File: config.mk
export PLATFORM = sky130hd
export DESIGN_NAME = uart_rx_fifo
export DESIGN_NICKNAME = d
export VERILOG_FILES = /design/src/rtl/uart_rx_fifo.sv
export SDC_FILE = /design/constraint.sdc
export NUM_CORES = 1
export LEC_CHECK = 0
export BUFFER_PORTS_ARGS = -buffer_cell sky130_fd_sc_hd__buf_2
export CORE_MARGIN = 4
export CORE_UTILIZATION = 55
export DETAILED_ROUTE_END_ITERATION = 16
export HOLD_SLACK_MARGIN = 0.05
export PLACE_DENSITY = 0.8
export SLEW_MARGIN = 20
export SYNTH_ARGS = -nofsm -noshare
export SYNTH_HDL_FRONTEND = slang
export SYNTH_SLANG_ARGS = --single-unit
File: constraint.sdc
create_clock -name CLOCK_50 -period 6.38 [get_ports CLOCK_50]
set_clock_uncertainty 0.1 [all_clocks]
set_input_delay 0.638 -clock CLOCK_50 [delete_from_list [all_inputs] [get_ports CLOCK_50]]
set_output_delay 0.638 -clock CLOCK_50 [all_outputs]
set_load 0.03 [all_outputs]
File: src/rtl/uart_rx_fifo.sv
// uart_rx_fifo: 16x-oversampling UART receiver. The frame is 8N1, or 8E1 when UART_RX_PARITY_EN is defined.
// Received bytes are buffered in a small FIFO that drains through a valid/ready stream.
module uart_rx_fifo #(
    parameter int CLK_HZ     = 50_000_000,
    parameter int BAUD       = 115200,
    parameter int FIFO_DEPTH = 8
) (
    input  logic       CLOCK_50,
    input  logic       RESET_N,
    input  logic       UART_RXD,
    output logic [7:0] rx_data,
    output logic       rx_valid,
    input  logic       rx_ready,
    output logic       frame_err,
    output logic       overrun,
    output logic       par_err
);
    localparam int DIV = (CLK_HZ + BAUD * 8) / (BAUD * 16);
    localparam int TW  = (DIV > 1) ? $clog2(DIV) : 1;
    localparam int AW  = $clog2(FIFO_DEPTH);
    localparam logic [TW-1:0] TICK_LAST = TW'(DIV - 1);

    typedef enum logic [2:0] {
        IDLE,
        START,
        DATA,
        STOP
`ifdef UART_RX_PARITY_EN
        , PARITY
`endif
    } state_t;

    state_t        state_q, state_d;
    logic          sync1_q, sync2_q, rxdPrev_q;
    logic          rxdS, startEdge, tick, sampleNow;
    logic [TW-1:0] tickCnt_q, tickCnt_d;
    logic [3:0]    sampleCnt_q, sampleCnt_d;
    logic [2:0]    bitIdx_q, bitIdx_d;
    logic [7:0]    shift_q, shift_d;
    logic          frameErr_q, frameErr_d;
    logic          overrun_q, overrun_d;
    logic          byteDone;
    logic          fifoFull, fifoEmpty, fifoWrite, fifoPop;
    logic [AW:0]   wrPtr_q, rdPtr_q;
    logic [7:0]    mem_q [FIFO_DEPTH];
`ifdef UART_RX_PARITY_EN
    logic          parBad_q, parBad_d;
    logic          parErr_q, parErr_d;
`endif

    always_ff @(posedge CLOCK_50 or negedge RESET_N) begin
        if (!RESET_N) begin
            sync1_q   <= 1'b1;
            sync2_q   <= 1'b1;
            rxdPrev_q <= 1'b1;
        end else begin
            sync1_q   <= UART_RXD;
            sync2_q   <= sync1_q;
            rxdPrev_q <= sync2_q;
        end
    end

    assign rxdS      = sync2_q;
    assign startEdge = rxdPrev_q & ~rxdS;
    assign tick      = (state_q != IDLE) && (tickCnt_q == TICK_LAST);
    assign sampleNow = tick && (sampleCnt_q == 4'd7);

    always_ff @(posedge CLOCK_50 or negedge RESET_N) begin
        if (!RESET_N) begin
            state_q     <= IDLE;
            tickCnt_q   <= '0;
            sampleCnt_q <= '0;
            bitIdx_q    <= '0;
            shift_q     <= '0;
            frameErr_q  <= 1'b0;
            overrun_q   <= 1'b0;
`ifdef UART_RX_PARITY_EN
            parBad_q    <= 1'b0;
            parErr_q    <= 1'b0;
`endif
        end else begin
            state_q     <= state_d;
            tickCnt_q   <= tickCnt_d;
            sampleCnt_q <= sampleCnt_d;
            bitIdx_q    <= bitIdx_d;
            shift_q     <= shift_d;
            frameErr_q  <= frameErr_d;
            overrun_q   <= overrun_d;
`ifdef UART_RX_PARITY_EN
            parBad_q    <= parBad_d;
            parErr_q    <= parErr_d;
`endif
        end
    end

    // Leaving STOP at its mid-bit sample lets a new start edge be caught from the half-bit point on.
    always_comb begin
        state_d     = state_q;
        tickCnt_d   = tickCnt_q;
        sampleCnt_d = sampleCnt_q;
        bitIdx_d    = bitIdx_q;
        shift_d     = shift_q;
        frameErr_d  = 1'b0;
        byteDone    = 1'b0;
`ifdef UART_RX_PARITY_EN
        parBad_d    = parBad_q;
        parErr_d    = 1'b0;
`endif
        if (state_q != IDLE) begin
            tickCnt_d = tick ? '0 : tickCnt_q + TW'(1);
            if (tick) begin
                sampleCnt_d = sampleCnt_q + 4'd1;
            end
        end
        case (state_q)
            IDLE: begin
                if (startEdge) begin
                    state_d     = START;
                    tickCnt_d   = '0;
                    sampleCnt_d = '0;
                end
            end
            START: begin
                if (sampleNow) begin
                    if (!rxdS) begin
                        state_d  = DATA;
                        bitIdx_d = '0;
                    end else begin
                        state_d = IDLE;
                    end
                end
            end
            DATA: begin
                if (sampleNow) begin
                    shift_d  = {rxdS, shift_q[7:1]};
                    bitIdx_d = bitIdx_q + 3'd1;
                    if (bitIdx_q == 3'd7) begin
`ifdef UART_RX_PARITY_EN
                        state_d = PARITY;
`else
                        state_d = STOP;
`endif
                    end
                end
            end
`ifdef UART_RX_PARITY_EN
            PARITY: begin
                if (sampleNow) begin
                    parBad_d = (rxdS != ^shift_q);
                    state_d  = STOP;
                end
            end
`endif
            STOP: begin
                if (sampleNow) begin
                    state_d = IDLE;
                    if (!rxdS) begin
                        frameErr_d = 1'b1;
                    end
`ifdef UART_RX_PARITY_EN
                    else if (parBad_q) begin
                        parErr_d = 1'b1;
                    end
`endif
                    else begin
                        byteDone = 1'b1;
                    end
                end
            end
            default: state_d = IDLE;
        endcase
    end

    // A pop in the same cycle frees the slot, so a push onto a full FIFO is only lost without one.
    assign fifoEmpty = (wrPtr_q == rdPtr_q);
    assign fifoFull  = (wrPtr_q[AW] != rdPtr_q[AW]) && (wrPtr_q[AW-1:0] == rdPtr_q[AW-1:0]);
    assign fifoPop   = ~fifoEmpty & rx_ready;
    assign fifoWrite = byteDone & (~fifoFull | fifoPop);
    assign overrun_d = byteDone & fifoFull & ~fifoPop;

    always_ff @(posedge CLOCK_50 or negedge RESET_N) begin
        if (!RESET_N) begin
            wrPtr_q <= '0;
            rdPtr_q <= '0;
        end else begin
            if (fifoWrite) begin
                wrPtr_q <= wrPtr_q + (AW+1)'(1);
            end
            if (fifoPop) begin
                rdPtr_q <= rdPtr_q + (AW+1)'(1);
            end
        end
    end

    always_ff @(posedge CLOCK_50) begin
        if (fifoWrite) begin
            mem_q[wrPtr_q[AW-1:0]] <= shift_q;
        end
    end

    assign rx_valid  = ~fifoEmpty;
    assign rx_data   = fifoEmpty ? 8'h00 : mem_q[rdPtr_q[AW-1:0]];
    assign frame_err = frameErr_q;
    assign overrun   = overrun_q;
`ifdef UART_RX_PARITY_EN
    assign par_err   = parErr_q;
`else
    assign par_err   = 1'b0;
`endif

endmodule

==> impl_results.html <==
<table>
<tr><th>Metric</th><th>Value</th></tr>
<tr><th colspan="2">Clock tree</th></tr>
<tr><td>Clock tree from TritonCTS</td><td>yes</td></tr>
<tr><td>Post-CTS Setup Inserts</td><td>0</td></tr>
<tr><td>Clock buffer count from CTS</td><td>9</td></tr>
<tr><td>Quantity of gates resized following cts</td><td>0</td></tr>
<tr><td>Buffer depth of the longest clock path</td><td>2</td></tr>
<tr><td>Clock Root Buffer</td><td>clkbuf_8</td></tr>
<tr><td>Num Clock Sinks</td><td>99</td></tr>
<tr><td>Clock input transition at the sequential cells of the worst setup and hold paths</td><td>around 0.1 ns</td></tr>
<tr><td>CTS hold repair buffers</td><td>0</td></tr>
<tr><td>Depth of the CTS H-tree</td><td>3</td></tr>
<tr><td>Skew-Pair Late Insertion Delay</td><td>0.36 ns</td></tr>
<tr><th colspan="2">Drt</th></tr>
<tr><td>Number of DRC markers after the initial detailed-route iteration</td><td>139</td></tr>
<tr><td>Number of remaining DRC errors</td><td>0</td></tr>
<tr><td>Average via count per standard cell</td><td>~5.6</td></tr>
<tr><td>Vias</td><td>approximately 2100</td></tr>
<tr><td>Average wire length per cell after detail routing</td><td>between 15 and 20 um</td></tr>
<tr><td>Number of nets with antenna violations after detailed routing</td><td>0</td></tr>
<tr><td>Wirelength, routed</td><td>~6700 um</td></tr>
<tr><td>Pre-Repair DR Iteration Count</td><td>4</td></tr>
<tr><th colspan="2">STA</th></tr>
<tr><td>Final setup margin</td><td>~3.1 ns</td></tr>
<tr><td>Final worst path period need</td><td>3.27 ns</td></tr>
<tr><td>Unrepaired setup endpoints after global routing</td><td>false</td></tr>
<tr><td>Pins over their slew limit</td><td>0</td></tr>
<tr><td>Number of hold violations in the final report</td><td>0</td></tr>
<tr><td>Transition at the pin with the smallest max-transition slack</td><td>0.807 ns</td></tr>
<tr><td>Final period util</td><td>51.2%</td></tr>
<tr><td>Max-slew headroom</td><td>46.2%</td></tr>
<tr><td>Final setup violation count</td><td>0</td></tr>
<tr><td>Peak clock frequency supported by timing</td><td>roughly 300 MHz</td></tr>
<tr><td>Total negative slack</td><td>0 ns</td></tr>
<tr><th colspan="2">Placed design</th></tr>
<tr><td>Total half-perimeter wirelength after legalization and detailed placement</td><td>4350 um</td></tr>
<tr><td>Placement Setup Slack</td><td>3.07 ns</td></tr>
<tr><td>Routability Congestion</td><td>0.739</td></tr>
<tr><td>Port bufs</td><td>14</td></tr>
<tr><th colspan="2">Final layout</th></tr>
<tr><td>Ratio of cells with drive above 1 in the final layout</td><td>25.3%</td></tr>
<tr><td>Count of nets after finishing</td><td>279</td></tr>
<tr><td>Sequential cell area</td><td>2800 um^2</td></tr>
<tr><td>Top library cells by usage in the layout, fill and taps aside</td><td>edfxtp_1, dfrtp_1, nor2_1</td></tr>
<tr><td>Area of the multi-input gates</td><td>1340 um^2</td></tr>
<tr><td>Number of fill cells</td><td>513</td></tr>
<tr><td>Most common library cell in the layout ignoring fill and taps</td><td>edfxtp_1</td></tr>
<tr><td>Post-synthesis to final-layout area growth</td><td>7.79%</td></tr>
<tr><td>Inserted Diodes</td><td>0</td></tr>
<tr><th colspan="2">Logic synthesis</th></tr>
<tr><td>Synthesis warning total</td><td>0</td></tr>
<tr><td>Netlist cell types</td><td>47</td></tr>
<tr><td>Synthesized instance count</td><td>257</td></tr>
<tr><td>Fraction of synthesis flops using an asynchronous set or reset pin</td><td>35.4%</td></tr>
<tr><td>Share of the yosys chip area belonging to registers</td><td>roughly 67%</td></tr>
<tr><td>Dominant register cell in the synthesized netlist</td><td>edfxtp_1</td></tr>
<tr><td>Yosys reg bits</td><td>99</td></tr>
<tr><td>Portion of synthesized cell area occupied by the leading cell type</td><td>45.7%</td></tr>
<tr><td>Synth area leader</td><td>edfxtp_1</td></tr>
<tr><td>Number of nets produced by synthesis</td><td>~270</td></tr>
<tr><td>Average instance area after synthesis</td><td>around 16 um^2</td></tr>
<tr><td>Main area contributors after synthesis</td><td>edfxtp_1, dfrtp_1, mux4_2</td></tr>
<tr><td>Number of enable-type register cells in the synthesized netlist</td><td>between 60 and 70</td></tr>
<tr><td>Post-synthesis instance area</td><td>4210 um^2</td></tr>
<tr><th colspan="2">GRT</th></tr>
<tr><td>Global-route wire length before repair</td><td>10900 um</td></tr>
<tr><td>Initial antenna violation count</td><td>0</td></tr>
<tr><td>Tot GR Track Use</td><td>roughly 17%</td></tr>
<tr><td>Total congestion overflow</td><td>0</td></tr>
<tr><td>Largest net degree at the start of global routing</td><td>36</td></tr>
<tr><td>Number of global-route vias before repair</td><td>2101</td></tr>
<tr><th colspan="2">Worst setup path</th></tr>
<tr><td>Cell type of the slowest stage on the worst timing path</td><td>dfrtp_1</td></tr>
<tr><td>Critical-path maximum fanout</td><td>20</td></tr>
<tr><td>Setup Crit Path Kind</td><td>flop to output pin</td></tr>
<tr><td>Longest individual stage delay on the worst path</td><td>0.87 ns</td></tr>
<tr><td>Register-to-register setup slack</td><td>about 3.7 ns</td></tr>
<tr><td>Series of cell instances along the critical path</td><td>xor2_1 &gt; nor4b_4 &gt; nor2_1 &gt; buf_2</td></tr>
<tr><td>Category of the worst setup path launch point</td><td>flop</td></tr>
<tr><td>Arrival time at the worst endpoint</td><td>around 2.5 ns</td></tr>
<tr><td>Nature of the critical path endpoint</td><td>output pin</td></tr>
<tr><td>Required time of the critical path</td><td>5.64 ns</td></tr>
<tr><th colspan="2">Power</th></tr>
<tr><td>LEAKAGE</td><td>1.91 nW</td></tr>
<tr><td>Areal power density over the cells</td><td>around 330 nW/um^2</td></tr>
<tr><td>Worst IR Drop VDD</td><td>approximately 0.13 mV</td></tr>
<tr><td>Total design power</td><td>1.48 mW</td></tr>
<tr><th colspan="2">Status</th></tr>
<tr><td>Status</td><td>complete, no violations</td></tr>
<tr><th colspan="2">Worst hold path</th></tr>
<tr><td>Worst min path class</td><td>primary input to asynchronous set/reset pin</td></tr>
<tr><th colspan="2">Floorplanning</th></tr>
<tr><td>Vert. Die Dim</td><td>95.5 um</td></tr>
<tr><td>Effective utilization at floorplan</td><td>57.4%</td></tr>
<tr><td>Cell Rows</td><td>31</td></tr>
<tr><td>Top Ports</td><td>16</td></tr>
<tr><td>Die Outline Area</td><td>9120 um^2</td></tr>
<tr><td>Floorplan core area</td><td>7330 um^2</td></tr>
<tr><td>Overall die width</td><td>95.5 um</td></tr>
<tr><th colspan="2">Run</th></tr>
<tr><td>Number of max-cap violations</td><td>0</td></tr>
</table>
==> worst paths after layout <==
path	startpoint	end	cells after the start
worst max-delay path	rdPtr_q[1]	rx_data[7]	4
worst min-delay path	RESET_N	sampleCnt_q[3]	1
worst max register to register	rdPtr_q[1]	mem_q[6][0]	4
worst min register to register	sync1_q	rxdS	0
max in group asynchronous	RESET_N	rdPtr_q[0]	1
min in group CLOCK_50	sync1_q	rxdS	0
==> cells in the mapped netlist (all sizes together), types with 2 or more instances <==
cell and count:
nand3 5, mux2 10, nor2 24, dfrtp 32, inv 5, nor2b 2
a21oi 7, or3 2, mux4 16, a211oi 3, xor2 12, dfstp 3
and4b 4, nor3 5, and3 2, buf 10, clkbuf 5, nand2 7
and4bb 2, nand4b 2, edfxtp 64, nand4 3, o21ai 2, ha 7
xnor2 3, o31ai 2, mux2i 9
==> critical path: cells and delay by family, from the launching register on <==
family        cells  cell delay, ns
xor+xnor          1            0.29
buf+inv           1            0.21
simple gates      2            0.80
flops             1            0.87
==> through the flow <==
step / hold slack [ns] / instances / util [%] / instance area [um^2]
floorplan: 0.242 / 257 / - / 4210
global placement: 0.246 / 356 / 59.2 / 4340
detailed placement: 0.249 / 356 / 59.2 / 4340
CTS: 0.247 / 372 / 61.6 / 4520
global route: 0.236 / 372 / 61.9 / 4540
finish: 0.246 / 372 / 61.9 / 4540
==> flip-flops by register name, indices dropped and copies added, names as in the netlist <==
register,count
state_q,2
rxdPrev_q,1
mem_q,64
wrPtr_q,4
bitIdx_q,3
tickCnt_q,5
sampleCnt_q,4
shift_q,8
rxdS,1
overrun,1
sync1_q,1
rdPtr_q,4
frame_err,1
==> cell type report <==
type                       count  area share [%]
inverter                       5           0.414
multi-input combinational    138            29.5
clock buffer                   9            2.73
tap                           99            2.73
sequential                    99            61.7
timing repair buffer          15            1.71
clock inverter                 7            1.16
==> routing by layer <==
metal  routed length (um)  track usage, %
met5                    0               0
met4                  134            6.52
met3                  234            4.34
met2                 3330            26.8
met1                 2970            21.8
==> where the power goes <==
group | total (mW) | switching, mW | internal [mW] | leakage, nW
clock | 0.359 | 0.215 | 0.144 | 0.0852
combinational | 0.333 | 0.176 | 0.156 | 0.673
sequential | 0.786 | 0.0744 | 0.711 | 1.15
total | 1.48 | 0.466 | 1.01 | 1.91
==> logic make-up after synthesis <==
kind of cell,after synthesis,synth area share (%)
compound gates,16,3.03
xor+xnor,15,3.12
fa+ha+maj,7,2.08
buf+inv,20,2.20
flops,99,66.6
mux,35,13.4
other cells,1,0.0891
simple gates,64,9.54
(Power assumes the default switching activity.)
